$ cat config.mk
export PLATFORM = sky130hd
export DESIGN_NAME = pipe_stage_chain
export DESIGN_NICKNAME = d
export VERILOG_FILES = /design/src/rtl/pipe_stage_chain.sv
export SDC_FILE = /design/constraint.sdc
export NUM_CORES = 1
export LEC_CHECK = 0
export CAP_MARGIN = 20
export CORE_ASPECT_RATIO = 1.1
export CORE_MARGIN = 1
export CORE_UTILIZATION = 55
export DETAILED_ROUTE_END_ITERATION = 8
export GPL_TIMING_DRIVEN = 0
export PLACE_DENSITY = 0.91
export SKIP_LAST_GASP = 1
export SLEW_MARGIN = 10
export SYNTH_ARGS = -nofsm -noshare
export SYNTH_HDL_FRONTEND = slang
export SYNTH_SLANG_ARGS = --single-unit
$ cat constraint.sdc
create_clock -name clk -period 12.63 [get_ports clk]
set_input_delay 2.526 -clock clk [delete_from_list [all_inputs] [get_ports clk]]
set_output_delay 2.526 -clock clk [all_outputs]
set_load 0.01 [all_outputs]
$ cat src/rtl/pipe_stage_chain.sv
// Elastic DEPTH-stage register chain with skid buffers, flush and occupancy.
// Optional stall counter port enabled by defining PIPE_STAGE_PERF_EN.
module pipe_stage_chain #(
  parameter int WIDTH = 64,
  parameter int DEPTH = 1
) (
  input  logic                           clk,
  input  logic                           reset,
  input  logic                           flush,
  input  logic                           in_valid,
  output logic                           in_ready,
  input  logic [WIDTH-1:0]               in_data,
  output logic                           out_valid,
  input  logic                           out_ready,
  output logic [WIDTH-1:0]               out_data,
`ifdef PIPE_STAGE_PERF_EN
  output logic [31:0]                    stall_cycles,
`endif
  output logic [$clog2(2*DEPTH+1)-1:0]   occupancy
);

  localparam int OW = $clog2(2*DEPTH+1);

  logic [DEPTH-1:0] mv;
  logic [DEPTH-1:0] sv;
  logic [WIDTH-1:0] md [DEPTH];
  logic [WIDTH-1:0] sd [DEPTH];

  // Link k feeds stage k; link DEPTH is the chain output.
  logic [DEPTH:0]   uv;
  logic [DEPTH:0]   rdy;
  logic [WIDTH-1:0] ud [DEPTH+1];

  logic in_fire;
  logic out_fire;

  always_comb begin
    uv[0]      = in_valid;
    ud[0]      = in_data;
    rdy[DEPTH] = out_ready;
    for (int k = 0; k < DEPTH; k++) begin
      uv[k+1] = mv[k];
      ud[k+1] = md[k];
      rdy[k]  = ~sv[k];
    end
    rdy[0] = reset & ~sv[0];
  end

  assign in_ready  = rdy[0];
  assign out_valid = uv[DEPTH];
  assign out_data  = ud[DEPTH];
  assign in_fire   = in_valid & rdy[0];
  assign out_fire  = out_valid & out_ready;

  always_ff @(posedge clk) begin
    if (!reset) begin
      mv <= '0;
      sv <= '0;
      for (int k = 0; k < DEPTH; k++) begin
        md[k] <= '0;
        sd[k] <= '0;
      end
    end else if (flush) begin
      mv <= '0;
      sv <= '0;
    end else begin
      for (int k = 0; k < DEPTH; k++) begin
        // Main frees up: skid (older) wins over upstream.
        if (!mv[k] || rdy[k+1]) begin
          if (sv[k]) begin
            mv[k] <= 1'b1;
            md[k] <= sd[k];
            sv[k] <= 1'b0;
          end else begin
            mv[k] <= uv[k] & rdy[k];
            if (uv[k] & rdy[k])
              md[k] <= ud[k];
          end
        end else if (uv[k] & rdy[k]) begin
          sv[k] <= 1'b1;
          sd[k] <= ud[k];
        end
      end
    end
  end

  always_ff @(posedge clk) begin
    if (!reset)
      occupancy <= '0;
    else if (flush)
      occupancy <= '0;
    else
      occupancy <= occupancy + OW'(in_fire) - OW'(out_fire);
  end

`ifdef PIPE_STAGE_PERF_EN
  always_ff @(posedge clk) begin
    if (!reset)
      stall_cycles <= '0;
    else if (out_valid && !out_ready && !(&stall_cycles))
      stall_cycles <= stall_cycles + 32'd1;
  end
`endif

endmodule

* Yosys cells after proc, flatten, opt, wreduce, memory -nomap -nowiden *
Memories as Yosys holds them, arrays and structs flattened.
Cells that the tools add are included.

cells by class
  add/subtract/negate cells = 2
  mux-type cells = 23
  bitwise logic cells = 5
  reduce and logical (&&, ||, !) cells = 7

operators with widths
  cell                number
  $mux W64            3
  $reduce_or A64 Y1   3
  $mux W1             20
  $and A1 B1 Y1       3
  $reduce_or A3 Y1    1
  $add A2 B1 Y2       1
  $not A1 Y1          2
  $reduce_or A2 Y1    1
  $sub A2 B1 Y2       1
  $logic_not A1 Y1    1
  $logic_or A1 B1 Y1  1

word-level totals
  register bits = 4
  bits in writable memories = 128
  bits of input ports = 69
  output and inout port bits = 68
  memories kept = 2

memories
  name  words  width  rd ports  clocked after Yosys merged registers in  write ports  RTL line  source
  md    1      64     1         0                                        1            26        logic [WIDTH-1:0] md [DEPTH];
  sd    1      64     1         0                                        1            27        logic [WIDTH-1:0] sd [DEPTH];

* Logic depth before layout (Yosys ltp) *
  depth in word-level cells = 11
  depth in mapped cells = 8
  gate-level depth less buffers = 7

* Least setup slack after synthesis *
No wires, ideal clock.

  path type = in2reg
  start = input out_ready
  end = memory md[0][0], enable pin
  library setup time = 0.582 ns
  arrival = 7.480 ns
  data required time = 12.048 ns
  setup slack = 4.568 ns
  cell stages on the path = 3
  cell sequence = nor2b_1 > buf_4 > o31ai_1

on the way
  cells in the longest elaborated chain, start to end = 8
  elaborated cells between the ends (all ways) = 13
  classes of those cells = mux (10); reduce/logical (3)

ends and longest elaborated chain
  element                        RTL line  source
  start, declared                14        input logic out_ready,
  $logic_or A1 B1 Y1 *           69        if (!mv[k] || rdy[k+1]) begin
  $mux W1                        69
  $mux W1                        63        end else if (flush) begin
  $mux W1                        56        if (!reset) begin
  $mux W1 (not written as such)  72        md[k] <= sd[k];
  $reduce_or A64 Y1 (no line)    n/a
  $mux W1 (no line)              n/a
  $mux W1 (no line) *            n/a
  end, declared                  26

Mark *: on every way between the ends. The rest lies on a longest branch, timed or not.

* Worst setup path in the final report *
  start = input reset
  end = output in_ready

on the way
  cells in the longest elaborated chain, start to end = 1

ends and longest elaborated chain
  element          RTL line  source
  start, declared  8         input logic reset,
  $and A1 B1 Y1    46        rdy[0] = reset & ~sv[0];
  end, declared    11        output logic in_ready,

No other way between the ends.

==> run_results.csv <==
group,metric,value,unit
sta,tns,0,ns
synth,synthArstFlopShare,0,
floorplanning,die_y,117,um
cts,clk_path_buf_depth,2,
cts,path_clk_slew,0.06,ns
floorplanning,rows,41,
worst_hold_path,hold_depth,2,
placement,gp_congestion,0.818,
sta,fin_crit,6.50,ns
setup_path,cp_max_fo,5,
cts,cts_hold_buf,0,
floorplanning,fp.dieArea,12400,um2
power,clkPwrFrac,0.429,
drt,wire_per_inst,18.1,um
synth,synth_area,6590,um2
drt,dr.pass1.iters,5,
synth,avgSynthCellArea,12.7,um2
cts,cts.repair_timing.setup_buffer_count,0,
layout,area_growth,33.8,%
cts,ctsHtreeMaxLevel,4,
layout,finish.utilization,0.761,
setup_path,crit_family,"buffers and inverters",
power,swShare,0.217,
setup_path,crit_required,10.10,ns
layout,fillers,723,
placement,hpwl,10800,um
sta,worst_hold_slack,0.548,ns
cts,cts.sinks,132,
grt,grt_pass1_wl,23800,um
drt,drc,0,
sta,slew_viol_final,0,
cts,cts_tree,"built",
synth,ys_seq_elements,132,
sta,period_share,0.515,
grt,grt_overflow_total,0,
placement,port_buffers,136,
floorplanning,die_w,106,um
setup_path,crit_buf_inv,2,
sta,finalHoldViolCount,0,
layout,design_area,8820,um2
power,power.density,126,nW/um2
cts,clock_latency,0.41,ns
power,p_leak,3.12,nW
layout,num_antenna_cells,0,
power,pwr-share-seq,0.459,
setup_path,crit_arrival,3.98,ns
sta,rsz0062_at_grt,"false",
sta,relSlewSlack,0.599,
cts,cts-root-buf,"clkbuf_16",
sta,skew,0.00614,ns
setup_path,worst_setup_path_start_kind,"input pin",
power,power.switching,0.242,mW
drt,routed_wl,15200,um
layout,nets,753,
setup_path,crit_slowest_cell,"clkdlybuf4s50_1",
synth,synthesis.nets,592,
grt,grt_start_max_net_pins,30,
setup_path,cp.depth,3,
power,peakVddDrop,0.000112,V
sta,clock.fmax,154,MHz
synth,synth_edf_count,128,
placement,placed_area,8270,um2
grt,track_usage,0.258,
setup_path,worst_path_largest_cell_delay,0.64,ns
drt,ant_nets,0,
synth,yosysUniqueCellTypes,25,
cts,cts.repair.resized,0,
synth,yosysWarnings,0,
power,power_frac_comb,0.112,
job,cap_violations,0,
cts,cts_buffers,17,
drt,first_iter_violations,318,
layout,drive_gt1_frac,0.227,
sta,setup_violations,0,
status,status,"completed",
grt,grt_pass1_vias,4778,
grt,antenna_found_initial,0,
drt,vias_per_cell,5.61,
floorplanning,ios,137,
floorplanning,core_area,11600,um2
power,intPower,0.872,mW
setup_path,path_common_cell,"clkdlybuf4s50_1",
setup_path,critPathKind,"in2out",
synth,synth-main-ff-cell,"edfxtp_1",
synth,ys_seq_area_frac,0.595,
setup_path,rrSetupSlack,10.38,ns
synth,syn_inst,521,
floorplanning,start_util,0.569,
setup_path,endpoint_kind,"output pin",
setup_path,r2r_cells,6,
sta,tightest_slew,0.602,ns
worst_hold_path,worstHoldPathType,"reg2reg",
drt,dr_total_vias,4726,
setup_path,crit_chain,"clkdlybuf4s50_1 -> nor2b_1 -> clkdlybuf4s50_1",
[path summary, 6_finish.rpt]
kind	startpoint	to
worst min-delay path	out_valid	sv
worst min register to register	out_valid	sv
worst max-delay path	reset	in_ready
worst max register to register	sv	md[0][34]
[stage by stage]
stage          setup slack, ns  instances  power [mW]
4_1_cts                   6.14        843        1.11
5_1_grt                   6.06        843        1.14
3_5_place_dp              6.16        813       0.644
6_report                  6.13        843        1.11
2_1_floorplan             4.57        521       0.575
3_3_place_gp              2.20        807       0.639
[worst register-to-register path: stages (launching register included)]
cell and delay, ns:
dfxtp_1 0.45, buf_2 0.25, nor2_1 0.12, o31ai_4 0.52
buf_8 0.24, buf_8 0.18, buf_8 0.19
[state kept, by name, summed over array words and instances, names as in the netlist]
register,count
md,64
sd,64
occupancy,2
out_valid,1
sv,1
[area by class of cell]
class	count	area [um2]	area share
multi-input combinational	273	2110	0.240
timing repair buffer	142	1460	0.166
tap	150	188	0.0213
clock inverter	7	108	0.0122
inverter	66	248	0.0281
clock buffer	23	448	0.0508
buffer	50	332	0.0376
sequential	132	3920	0.445
[power groups by stage]
stage	sequential (mW)	combinational [mW]	clock, mW
final	0.511	0.125	0.477
after global routing	0.513	0.133	0.496
after CTS	0.511	0.125	0.477
after detailed placement	0.520	0.124	0
after global placement	0.524	0.115	0
after floorplan	0.530	0.0445	0
[layout by cell type (no fill, tap or decap), types with 10 or more instances in the layout]
cell type,netlist,layout
edfxtp_1,128,128
nand2_1,65,65
clkbuf_16,0,17
inv_1,66,66
buf_6,11,11
buf_4,10,10
clkdlybuf4s50_1,0,136
buf_2,19,19
clkbuf_1,8,14
nor3_2,57,57
a211oi_2,30,30
a211oi_1,34,34
nand3b_1,64,64
[cells by family after synthesis]
family	after synthesis	synth area share
xor+xnor	1	0.00342
buf+inv	116	0.0879
flops	132	0.595
simple gates	203	0.211
compound gates	67	0.0983
fa+ha+maj	2	0.00380
[cells in the mapped netlist, types with 3 or more instances]
cell	n	area share
inv_1	66	0.038
nor3_1	7	0.0053
a211oi_1	34	0.039
nand2_1	65	0.037
buf_6	11	0.019
edfxtp_1	128	0.58
nand3b_1	64	0.073
nor2_1	3	0.0017
nor3_2	57	0.087
buf_2	19	0.014
dfxtp_1	4	0.012
clkbuf_1	8	0.0046
a211oi_2	30	0.057
buf_4	10	0.011
[metal layers]
layer  GRT usage  vias up  wire length (um)
met4       0.112        0               385
met1       0.305     2310              5840
met3      0.0637       36              1020
met2       0.452      195              7990
met5           0        -                 0
li1            -     2185                 -
No activity file was read; power rests on OpenSTA's default activity.
